`src/rtl/ks_noise_bank.sv`:
```
// ks_noise_bank: multi-channel excitation source for Karplus-Strong voices.
// Each channel owns a 24-bit XNOR LFSR. The LFSR advances 24 shifts per audio
// sample (one lrck rising edge). Its top WIDTH bits, arithmetically shifted
// right by `level`, form a signed noise sample. A channel outputs either
// continuous noise (mode=0) or noise gated by a counted burst (mode=1). A burst
// is started or restarted by that channel's trig bit.
//
// Ports:
//   lrck       sample clock (one rising edge per audio sample)
//   rst        asynchronous active-high reset
//   trig       per-channel pluck trigger
//   burst_len  burst length in samples, captured when a trigger is taken
//   mode       0 = continuous noise, 1 = burst-gated noise
//   level      attenuation shift (0..7)
//   seed_load  reload every LFSR from `seed` (replaces that edge's step)
//   seed       seed value used by seed_load
//   out        signed samples, channel i at [i*WIDTH +: WIDTH]
//   active     burst in progress per channel
//   done       one-cycle pulse when a burst ends
module ks_noise_bank #(
  parameter int unsigned CHANNELS = 4,
  parameter int unsigned WIDTH    = 24,
  parameter int unsigned LEN_W    = 12,
  parameter logic [23:0] SEED     = 24'h000000
) (
  input  logic                      lrck,
  input  logic                      rst,
  input  logic [CHANNELS-1:0]       trig,
  input  logic [LEN_W-1:0]          burst_len,
  input  logic                      mode,
  input  logic [2:0]                level,
  input  logic                      seed_load,
  input  logic [23:0]               seed,
  output logic [CHANNELS*WIDTH-1:0] out,
  output logic [CHANNELS-1:0]       active,
  output logic [CHANNELS-1:0]       done
);

  typedef enum logic {IDLE, BURST} state_t;

  localparam logic [23:0] TAPS = 24'h80000D;

  // 24 unrolled XNOR-feedback shifts: one audio sample's worth of advance.
  function automatic logic [23:0] step24(input logic [23:0] s);
    logic [23:0] r;
    r = s;
    for (int unsigned k = 0; k < 24; k++) begin
      r = {r[22:0], ~^(r & TAPS)};
    end
    return r;
  endfunction

  // Per-channel seed; the all-ones XNOR lockup state is mapped to zero.
  function automatic logic [23:0] chan_seed(input int unsigned ch, input logic [23:0] x);
    logic [23:0] r;
    r = x ^ 24'(ch << 16);
    if (r == 24'hFFFFFF) begin
      r = '0;
    end
    return r;
  endfunction

  logic [23:0]               lfsr_q  [CHANNELS];
  logic [23:0]               lfsr_d  [CHANNELS];
  state_t                    state_q [CHANNELS];
  state_t                    state_d [CHANNELS];
  logic [LEN_W-1:0]          cnt_q   [CHANNELS];
  logic [LEN_W-1:0]          cnt_d   [CHANNELS];
  logic [CHANNELS*WIDTH-1:0] out_q, out_d;
  logic [CHANNELS-1:0]       done_q, done_d;

  always_comb begin
    logic                    go;
    logic signed [WIDTH-1:0] samp;
    go     = 1'b0;
    samp   = '0;
    out_d  = '0;
    done_d = '0;
    for (int unsigned i = 0; i < CHANNELS; i++) begin
      lfsr_d[i]  = seed_load ? chan_seed(i, seed) : step24(lfsr_q[i]);
      state_d[i] = state_q[i];
      cnt_d[i]   = cnt_q[i];

      // A zero-length trigger is ignored; a valid one (re)loads the count.
      go = trig[i] && (burst_len != '0);
      if (go) begin
        state_d[i] = BURST;
        cnt_d[i]   = burst_len;
      end else if (state_q[i] == BURST) begin
        if (cnt_q[i] <= LEN_W'(1)) begin
          state_d[i] = IDLE;
          done_d[i]  = 1'b1;
        end else begin
          cnt_d[i] = cnt_q[i] - LEN_W'(1);
        end
      end

      // Sample is taken from the LFSR value being written on this edge.
      samp = $signed(lfsr_d[i][23 -: WIDTH]) >>> level;
      if (!mode || state_d[i] == BURST) begin
        out_d[i*WIDTH +: WIDTH] = samp;
      end
    end
  end

  always_ff @(posedge lrck or posedge rst) begin
    if (rst) begin
      for (int unsigned i = 0; i < CHANNELS; i++) begin
        lfsr_q[i]  <= chan_seed(i, SEED);
        state_q[i] <= IDLE;
        cnt_q[i]   <= '0;
      end
      out_q  <= '0;
      done_q <= '0;
    end else begin
      for (int unsigned i = 0; i < CHANNELS; i++) begin
        lfsr_q[i]  <= lfsr_d[i];
        state_q[i] <= state_d[i];
        cnt_q[i]   <= cnt_d[i];
      end
      out_q  <= out_d;
      done_q <= done_d;
    end
  end

  always_comb begin
    active = '0;
    for (int unsigned i = 0; i < CHANNELS; i++) begin
      active[i] = (state_q[i] == BURST);
    end
  end

  assign out  = out_q;
  assign done = done_q;

endmodule

```
`config.mk`:
```
export PLATFORM = sky130hd
export DESIGN_NAME = ks_noise_bank
export DESIGN_NICKNAME = d
export VERILOG_FILES = /design/src/rtl/ks_noise_bank.sv
export SDC_FILE = /design/constraint.sdc
export NUM_CORES = 1
export LEC_CHECK = 0
export ABC_AREA = 1
export BUFFER_PORTS_ARGS = -buffer_cell sky130_fd_sc_hd__buf_4
export CORE_MARGIN = 8
export CORE_UTILIZATION = 60
export CTS_CLUSTER_DIAMETER = 40
export DETAILED_ROUTE_END_ITERATION = 6
export PLACE_DENSITY = 0.81
export SYNTH_ARGS = -nofsm -noshare
export SYNTH_HDL_FRONTEND = slang
export SYNTH_SLANG_ARGS = --single-unit
```
`constraint.sdc`:
```
create_clock -name lrck -period 11.25 [get_ports lrck]
set_input_delay 1.6875 -clock lrck [delete_from_list [all_inputs] [get_ports lrck]]
set_output_delay 1.6875 -clock lrck [all_outputs]
set_load 0.1 [all_outputs]
```
Yosys cells after proc, flatten, opt, wreduce, memory -nomap -nowiden
Cells that the tools add are included.
Storage, ports and cells
  input port bits: 47
  output and inout bits: 104
  flip-flop bits (word level): 248
  word-level logic and storage cells: 199
Operators by class
  bitwise logic cells: 3
  reductions and logical operators: 114
  multiplexer cells: 48
  shifts and indexed selects: 4
  order comparisons: 4
  equal/unequal tests: 8
  $add $sub $neg: 4
Operator list (number)
  $reduce_xnor 24->1: 96
  $mux 24: 12
  $mux 12: 12
  $eq 24x24->1 const B: 4
  $sshr 24x3->24: 4
  $le 12x1->1 const B: 4
  $sub 12x1->12 const B: 4
  $mux 1: 24
  $reduce_bool 12->1: 1
  $ne 2x2->1 const B: 4
  $reduce_and 2->1: 4
  $reduce_bool 2->1: 4
  $logic_and 1x1->1: 4
  $logic_or 1x1->1: 4
  $not 1->1: 2
  $not 2->2: 1
  $logic_not 1->1: 1

Depth between registers and ports, before layout
Gate-level depths: netlist of run 1.
  word-level depth: 27
  gate-level depth with buffers: 47
  gate-level depth less buffers: 47

Least setup slack after synthesis of run 1
Ideal clock, no wire load.
  kind: register to register
  start point: register lfsr_q[48] (netlist bit)
  end point: register out_q[24], in the netlist out[24]
  required time: 11.173 ns
  arrival time: 3.912 ns
  slack: 7.260 ns
  cell stages (with the launch flop): 42
  setup time: 0.077 ns
  path buffers: 1
  clock period less this slack: 3.990 ns
  cell sequence: dfrtp_1 > buf_6 > xnor2_1 > xor2_1 > nand3_1 > nand2_1 > nand2_1 > nand2_1 > nand2_1 > nand2_1 > nand2_2 > nand2_1 > nand2_1 > nand3_2 > nand3_1 > nand2_1 > nand2_2 > nand3_1 > [... 6 more ...] > nand3_1 > nand2_1 > nand2_1 > nand2_1 > nand2_2 > nand2_1 > nand2_1 > nand3_1 > nand3_1 > nand3_2 > nand2_1 > nand2_1 > nand3_1 > nand3_1 > nand2_1 > inv_1 > nand2_1 > a21oi_1
Between the ends
  cells in the longest elaborated chain, start to end: 27
Ends and longest elaborated chain
  from (decl): line 63  | logic [23:0] lfsr_q [CHANNELS];
  from (signal, indexed assignment): line 109  | lfsr_q[i] <= chan_seed(i, SEED);
  from (signal, indexed assignment): line 117  | lfsr_q[i] <= lfsr_d[i];
  $reduce_xnor 24->1 (24 in a row): line 48  | r = {r[22:0], ~^(r & TAPS)};
  $mux 24 *: line 80  | lfsr_d[i] = seed_load ? chan_seed(i, seed) : step24(lfsr_q[i]);
  $sshr 24x3->24 *: line 99  | samp = $signed(lfsr_d[i][23 -: WIDTH]) >>> level;
  $mux 24 *: line 100  | if (!mode || state_d[i] == BURST) begin
  net out_d[24]: line 69  | logic [CHANNELS*WIDTH-1:0] out_q, out_d;
  to (signal assigned): line 121  | out_q <= out_d;
  to (decl): line 69
Mark *: on every way through the listed nets, which the timed path passes. The rest lies on a longest branch.
A chain may end at the register's enable or synchronous reset.

Final worst setup path of run 1
  start point: register lfsr_q[73] (netlist bit)
  end point: register out_q[0], in the netlist out[0]
Between the ends
  cells in the longest elaborated chain, start to end: 26
Ends and longest elaborated chain (line)
  $reduce_xnor 24->1 (23 in a row): 48
  $mux 24 *: 80
  $sshr 24x3->24 *: 99
  $mux 24 *: 100
  net out_d[0]: 69
Marked as above.

==> summary.txt, run 1 <==
Clocking
  • Number of hold buffers added after CTS: 0
  • Clk buf depth: 3
  • TritonCTS clock tree: done
  • H-tree levels: 2
  • Skew-Pair Late Insertion Delay: ~0.54 ns
  • Total CTS buffers: 39
  • CTS resizes: 0
  • Sink Count: 248
  • CTS clk-pin slew, worst paths: about 0.05 ns
  • CTS root buffer: clkbuf_16
  • Number of setup buffers added after CTS: 0

Worst setup path
  • Kind of cell adding the most delay to the critical path: simple AND/OR/NAND/NOR gates
  • Req. time, crit path: 11.66 ns
  • Setup CP Type: flop to flop
  • Crit-path slowest cell: dfrtp_1
  • Critical Path End Type: flop
  • Worst reg-to-reg path cell count: 44
  • Worst setup SP type: flop
  • Critical path arrival: 5.48 ns
  • Reg-to-Reg End: out[0]
  • Reg2reg start: lfsr_q[73]
  • Worst path most repeated cell: nand2_1
  • CP peak stage delay: between 0.4 and 0.5 ns
  • Reg-to-reg setup timing slack: 6.18 ns
  • Critical Path Fanout Max: 4
  • Bufs and invs on worst path: 2

Routing
  • DRC Markers: 0
  • Iter 0 DRT Violations: approximately 2.3k
  • Via-to-Cell Ratio: 5.93
  • Antenna Nets Post-Route: 0
  • Post-Route WL: 50.3 mm
  • Avg WL per Cell: 18.9 um
  • Initial DRT Pass Iterations: 6
  • Via count: 15.8k

STA
  • Worst hold slack: 0.540 ns
  • Min Tclk post-route: just over 5 ns
  • Unrepaired setup endpoints after global routing: no
  • Worst slew margin: about a quarter
  • Final setup TNS: 0 ns
  • Count of final setup violators: 0
  • Worst Max-Slew Pin Slew: roughly 1.1 ns
  • Final period util: a little under half
  • F_max: 197 MHz
  • Layout Skew: 0.0249 ns
  • Endpoints failing hold: 0
  • Max-slew violations: 0

Logic synthesis
  • Yosys cell types: 53
  • Synth warnings: 0
  • Yosys reg bits: roughly 250
  • Avg Inst Size Synth: 7.30 um^2
  • Synthesized net count: 2234
  • Cells after Synth: 2179
  • Synth async-reset ratio: 100%
  • Post-synth EDFFs: 0
  • Netlist Area Pre-Place: between 15000 and 20000 um^2
  • Sequential cell area fraction in the yosys report: 39.0%
  • Top FF cell, synth: dfrtp_1

Min path
  • Hold depth: 2
  • Hold EP: cnt_q[47]
  • HP Start: cnt_q[47]
  • Hold Path Class: flop to flop

Final layout
  • Total Nets Final: 2347
  • Most frequent cells in the layout: 562 x nand2_1, 314 x nand3_1, 279 x inv_1
  • ANT cells: 0
  • P&R area growth vs syn: 15.9%
  • Commonest non-fill, non-tap cell in the layout: nand2_1
  • Share of cells above drive strength 1: about an eighth
  • Fill cell total of the finished layout: 2121
  • FF+latch area: 6210 um^2
  • Area of the multi-input gates: 8200 um^2

Placement
  • Routability cong.: 0.976
  • DP HPWL: 36.6 mm
  • Port bufs: 150

Die
  • Initial core utilization: 61.1%
  • Die H: approximately 180 um
  • # IOs: 151
  • Core Region: 26100 um^2
  • Width of the die: 179 um
  • # rows: 59
  • Full die area: 32000 um^2

Global route
  • GR Util All Layers: 31.1%
  • GRT overflow: 0
  • Number of global-route vias before repair: 14.6k
  • Largest net degree at the start of global routing: 102
  • Global-route wire length before repair: a little under 80 mm
  • Initial antenna violation count: 0

Status
  • Outcome: complete, no violations

Run
  • Max-cap violations: 0
## routing by layer
metal,vias up,global-route usage (%),part of all wire [%]
li1,7296,-,-
met4,0,10.3,2.9
met1,7429,46.9,44
met3,105,7.14,12
met5,-,0,0
met2,941,43.1,41
## sequential cells by signal, summed over array words and instances, names as in the netlist
signal and count:
cnt_q 48, active 4, out 96, done 4, lfsr_q 96
## area by class of cell
type / instances / share of cell area (%)
inverter: 288 / 5.90
clock inverter: 27 / 1.57
clock buffer: 45 / 5.75
tap: 335 / 2.27
multi-input combinational: 1558 / 44.4
sequential: 248 / 33.7
timing repair buffer: 157 / 6.39
## worst min-delay path, stage by stage (launching register included)
cell and delay (ns):
dfrtp_1 0.35, nand3_1 0.07, o211ai_1 0.08
## synth_stat cells, types with 4 or more instances
library cell,n,area (um^2)
nor2_1,94,353
xnor2_2,6,97.6
nand3_2,14,140
inv_1,281,1050
mux2i_1,16,160
ha_1,8,100
nand2_2,19,119
o211ai_1,22,165
nand2_1,562,2110
xor2_2,6,97.6
nand4_1,11,68.8
inv_2,4,15.0
dfrtp_1,244,6110
clkbuf_8,8,110
buf_1,24,90.1
nand3_1,314,1570
a31oi_1,6,37.5
a22oi_1,4,30.0
nor4_1,10,62.6
or2_2,15,93.8
nand3b_1,8,60.1
xor2_1,82,718
buf_2,5,25.0
dfstp_2,4,105
o22ai_1,30,188
clkbuf_1,45,169
xnor2_1,64,561
a21oi_1,46,230
o21ai_0,175,876
nor3_1,10,50.1
o221ai_1,9,78.8
## stage by stage
| step | utilization, % | area (um^2) | instances | worst slack [ns] |
|---|---|---|---|---|
| 3_5_place_dp | 65.6 | 17100 | 2586 | 6.07 |
| 3_3_place_gp | 65.6 | 17100 | 2586 | 6.27 |
| 2_1_floorplan | - | 15900 | 2179 | 2.75 |
| 4_1_cts | 70.8 | 18400 | 2658 | 6.36 |
| 5_1_grt | 70.8 | 18400 | 2658 | 5.63 |
| 6_report | 70.8 | 18400 | 2658 | 6.18 |
## cell families after synthesis
group	after synthesis	share of synthesized area, %
AO/OA/AOI/OAI	309	11.0
adder cells (fa/ha/maj)	8	0.629
XOR/XNOR	159	9.44
AND/OR/NAND/NOR	1066	29.5
buffers and inverters	373	9.45
flip-flops	248	39.0
multiplexers	16	1.01
## how the worst max path moves through the flow
stage                      endpoint    startpoint  cells after the start  slack [ns]
after floorplan           active[0]           rst                      1        2.75
after global placement      out[70]  burst_len[8]                     13        6.27
after detailed placement    out[70]  burst_len[4]                     13        6.07
after CTS                    out[0]    lfsr_q[73]                     44        6.36
after global routing         out[1]    lfsr_q[74]                     44        5.63
final                        out[0]    lfsr_q[73]                     44        6.18
Power of run 1 is not shown: default switching activity piles up to over one toggle a cycle in this logic, so the estimate is an artifact.
==> inputs of run 2 (changes only) <==
Clock period 11.25 ns to 4.9 ns, I/O delays scaled along.
==> run 2 against run 1 <==
Net effect:
- the run now ends with negative setup slack left
- sequential share of layout area is 2.1 points lower
- critical path type unchanged
- critical endpoint is now out[72]
- clock skew is 0.00062 ns lower
- critical path depth is 5 lower
- global-route usage grew 0.087 points
- flip-flop and latch count stayed put
- cell area rose by 6.8%
- worst hold slack worse by 0.17 ns
==> summary.txt, run 2 (synthesized netlist as in run 1, its figures left out) <==
Status
  • Outcome: finished with violations
  • Failing checks: negative setup slack

Clocking
  • CTS clk-pin slew, worst paths: 0.06 ns
  • H-tree levels: 2
  • Clk buf depth: 3
  • TritonCTS clock tree: done
  • Number of hold buffers added after CTS: 0
  • CTS root buffer: clkbuf_16
  • Sink Count: 248
  • Skew-Pair Late Insertion Delay: about 0.52 ns
  • Total CTS buffers: 38

Global route
  • Initial antenna violation count: 0
  • Met3 usage: 9.29%
  • GR Layer Usage met2: 42.9%
  • Global-route wire length before repair: 78.9 mm
  • GRT overflow: 0
  • Gr busiest metal: met1
  • Largest net degree at the start of global routing: about 110
  • Number of global-route vias before repair: about 15k
  • GR Util All Layers: between 30 and 40%
  • Met1 usage in global routing: 45.9%

Routing
  • Antenna Nets Post-Route: 0
  • Initial DRT Pass Iterations: 6
  • Via count: 16.3k
  • Via-to-Cell Ratio: 6.07
  • Iter 0 DRT Violations: 2479
  • DRC Markers: 0
  • Post-Route WL: 53.7 mm
  • Avg WL per Cell: approximately 20 um

Final layout
  • Commonest non-fill, non-tap cell in the layout: nand2_1
  • Share of cells above drive strength 1: 21.5%
  • Total Nets Final: 2379
  • Fill cell total of the finished layout: 1866
  • P&R area growth vs syn: 23.8%
  • Final Instance Count excl. Fillers: 2689
  • Most frequent cells in the layout: 495 x nand2_1, 276 x inv_1, 241 x dfrtp_1

Placement
  • Routability cong.: 0.964
  • DP HPWL: approximately 36 mm
  • Port bufs: 150
  • Place WS: between 0.1 and 0.15 ns
  • Placed Cells: 2600

Worst setup path
  • Critical path arrival: approximately 5.4 ns
  • Req. time, crit path: between 5 and 6 ns
  • Worst path most repeated cell: nand2_2
  • CP peak stage delay: 0.45 ns
  • Crit-path slowest cell: dfrtp_2
  • Critical Path Fanout Max: 4
  • Setup CP Type: flop to flop
  • Worst setup SP type: flop
  • Critical Path End Type: flop

Die
  • Initial core utilization: 61.1%
  • Width of the die: 179 um
  • Full die area: 32000 um^2
  • Core Region: 26100 um^2
  • Die H: ~180 um
  • # IOs: 151
  • # rows: 59

STA
  • Max-slew violations: 0
  • Fin worst setup slack: -0.0750 ns
  • Layout Skew: ~0.024 ns
  • Worst slew margin: 19.2%
  • Endpoints failing hold: 0
  • Unrepaired setup endpoints after global routing: yes
  • Worst Max-Slew Pin Slew: 1.20 ns
  • Count of final setup violators: 4
  • Final period util: 102%
  • Min Tclk post-route: roughly 5 ns
  • F_max: 201 MHz

Min path
  • Hold Path Class: input pin to async pin

Run
  • Max-cap violations: 0
[run 2: changes by cell type in the layout (fill, tap and decap cells not counted), sizes merged]
cell	before	now
clkinvlp	3	4
clkbuf	45	49
buf	157	190
diode	0	1
clkinv	16	9
bufinv	3	8
inv	293	287
[run 2: final cells by class]
cell class                 instances  area [um^2]  area share, %
sequential                       248         6210           31.5
antenna                            1         2.50         0.0127
clock buffer                      49         1070           5.45
multi-input combinational       1558         9140           46.4
inverter                         288         1090           5.52
timing repair buffer             190         1440           7.32
clock inverter                    20          327           1.66
tap                              335          419           2.13
[run 2: metrics by stage]
| step | setup TNS, ns | utilization, % | area (um^2) | hold WS (ns) |
|---|---|---|---|---|
| after detailed placement | 0 | 66.0 | 17200 | 0.525 |
| after floorplan | 0 | - | 15900 | 0.506 |
| after CTS | 0 | 71.4 | 18600 | 0.394 |
| after global placement | 0 | 66.0 | 17200 | 0.514 |
| final | -0.183 | 75.6 | 19700 | 0.374 |
| after global routing | -3.64 | 75.6 | 19700 | 0.453 |
[run 2: worst paths after layout]
path / from / endpoint / slack, ns / depth (start not counted)
min reg2reg: active[0] / done[0] / 0.52 / 2
max reg2reg: lfsr_q[2] / out[72] / -0.07 / 39
min in group lrck: trig[3] / cnt_q[7] / 0.46 / 2
max in group asynchronous: rst / lfsr_q[48] / 3.27 / 3
max: lfsr_q[2] / out[72] / -0.07 / 39
min: rst / cnt_q[20] / 0.37 / 2
[run 2: routing by layer]
| layer | part of all wire, % | wire length (um) |
|---|---|---|
| met1 | 42 | 22400 |
| met2 | 41 | 22100 |
| met3 | 14 | 7330 |
| met4 | 3.6 | 1930 |
| met5 | 0 | 0 |
[run 2: repair_timing]
item / in CTS / in global routing
setup buffers: 0 / 19
setup endpoints to repair: 0 / 32
gates resized for setup: 0 / 214
endpoints found under the hold margin: 0 / 0
[run 2: critical path, delay by kind of cell (launching register included)]
kind	cells	cell delay, ns
XOR/XNOR	1	0.14
flip-flops	1	0.45
AO/OA/AOI/OAI	1	0.11
buffers and inverters	1	0.13
AND/OR/NAND/NOR	36	4.05
Power of run 2 is left out for the same reason.
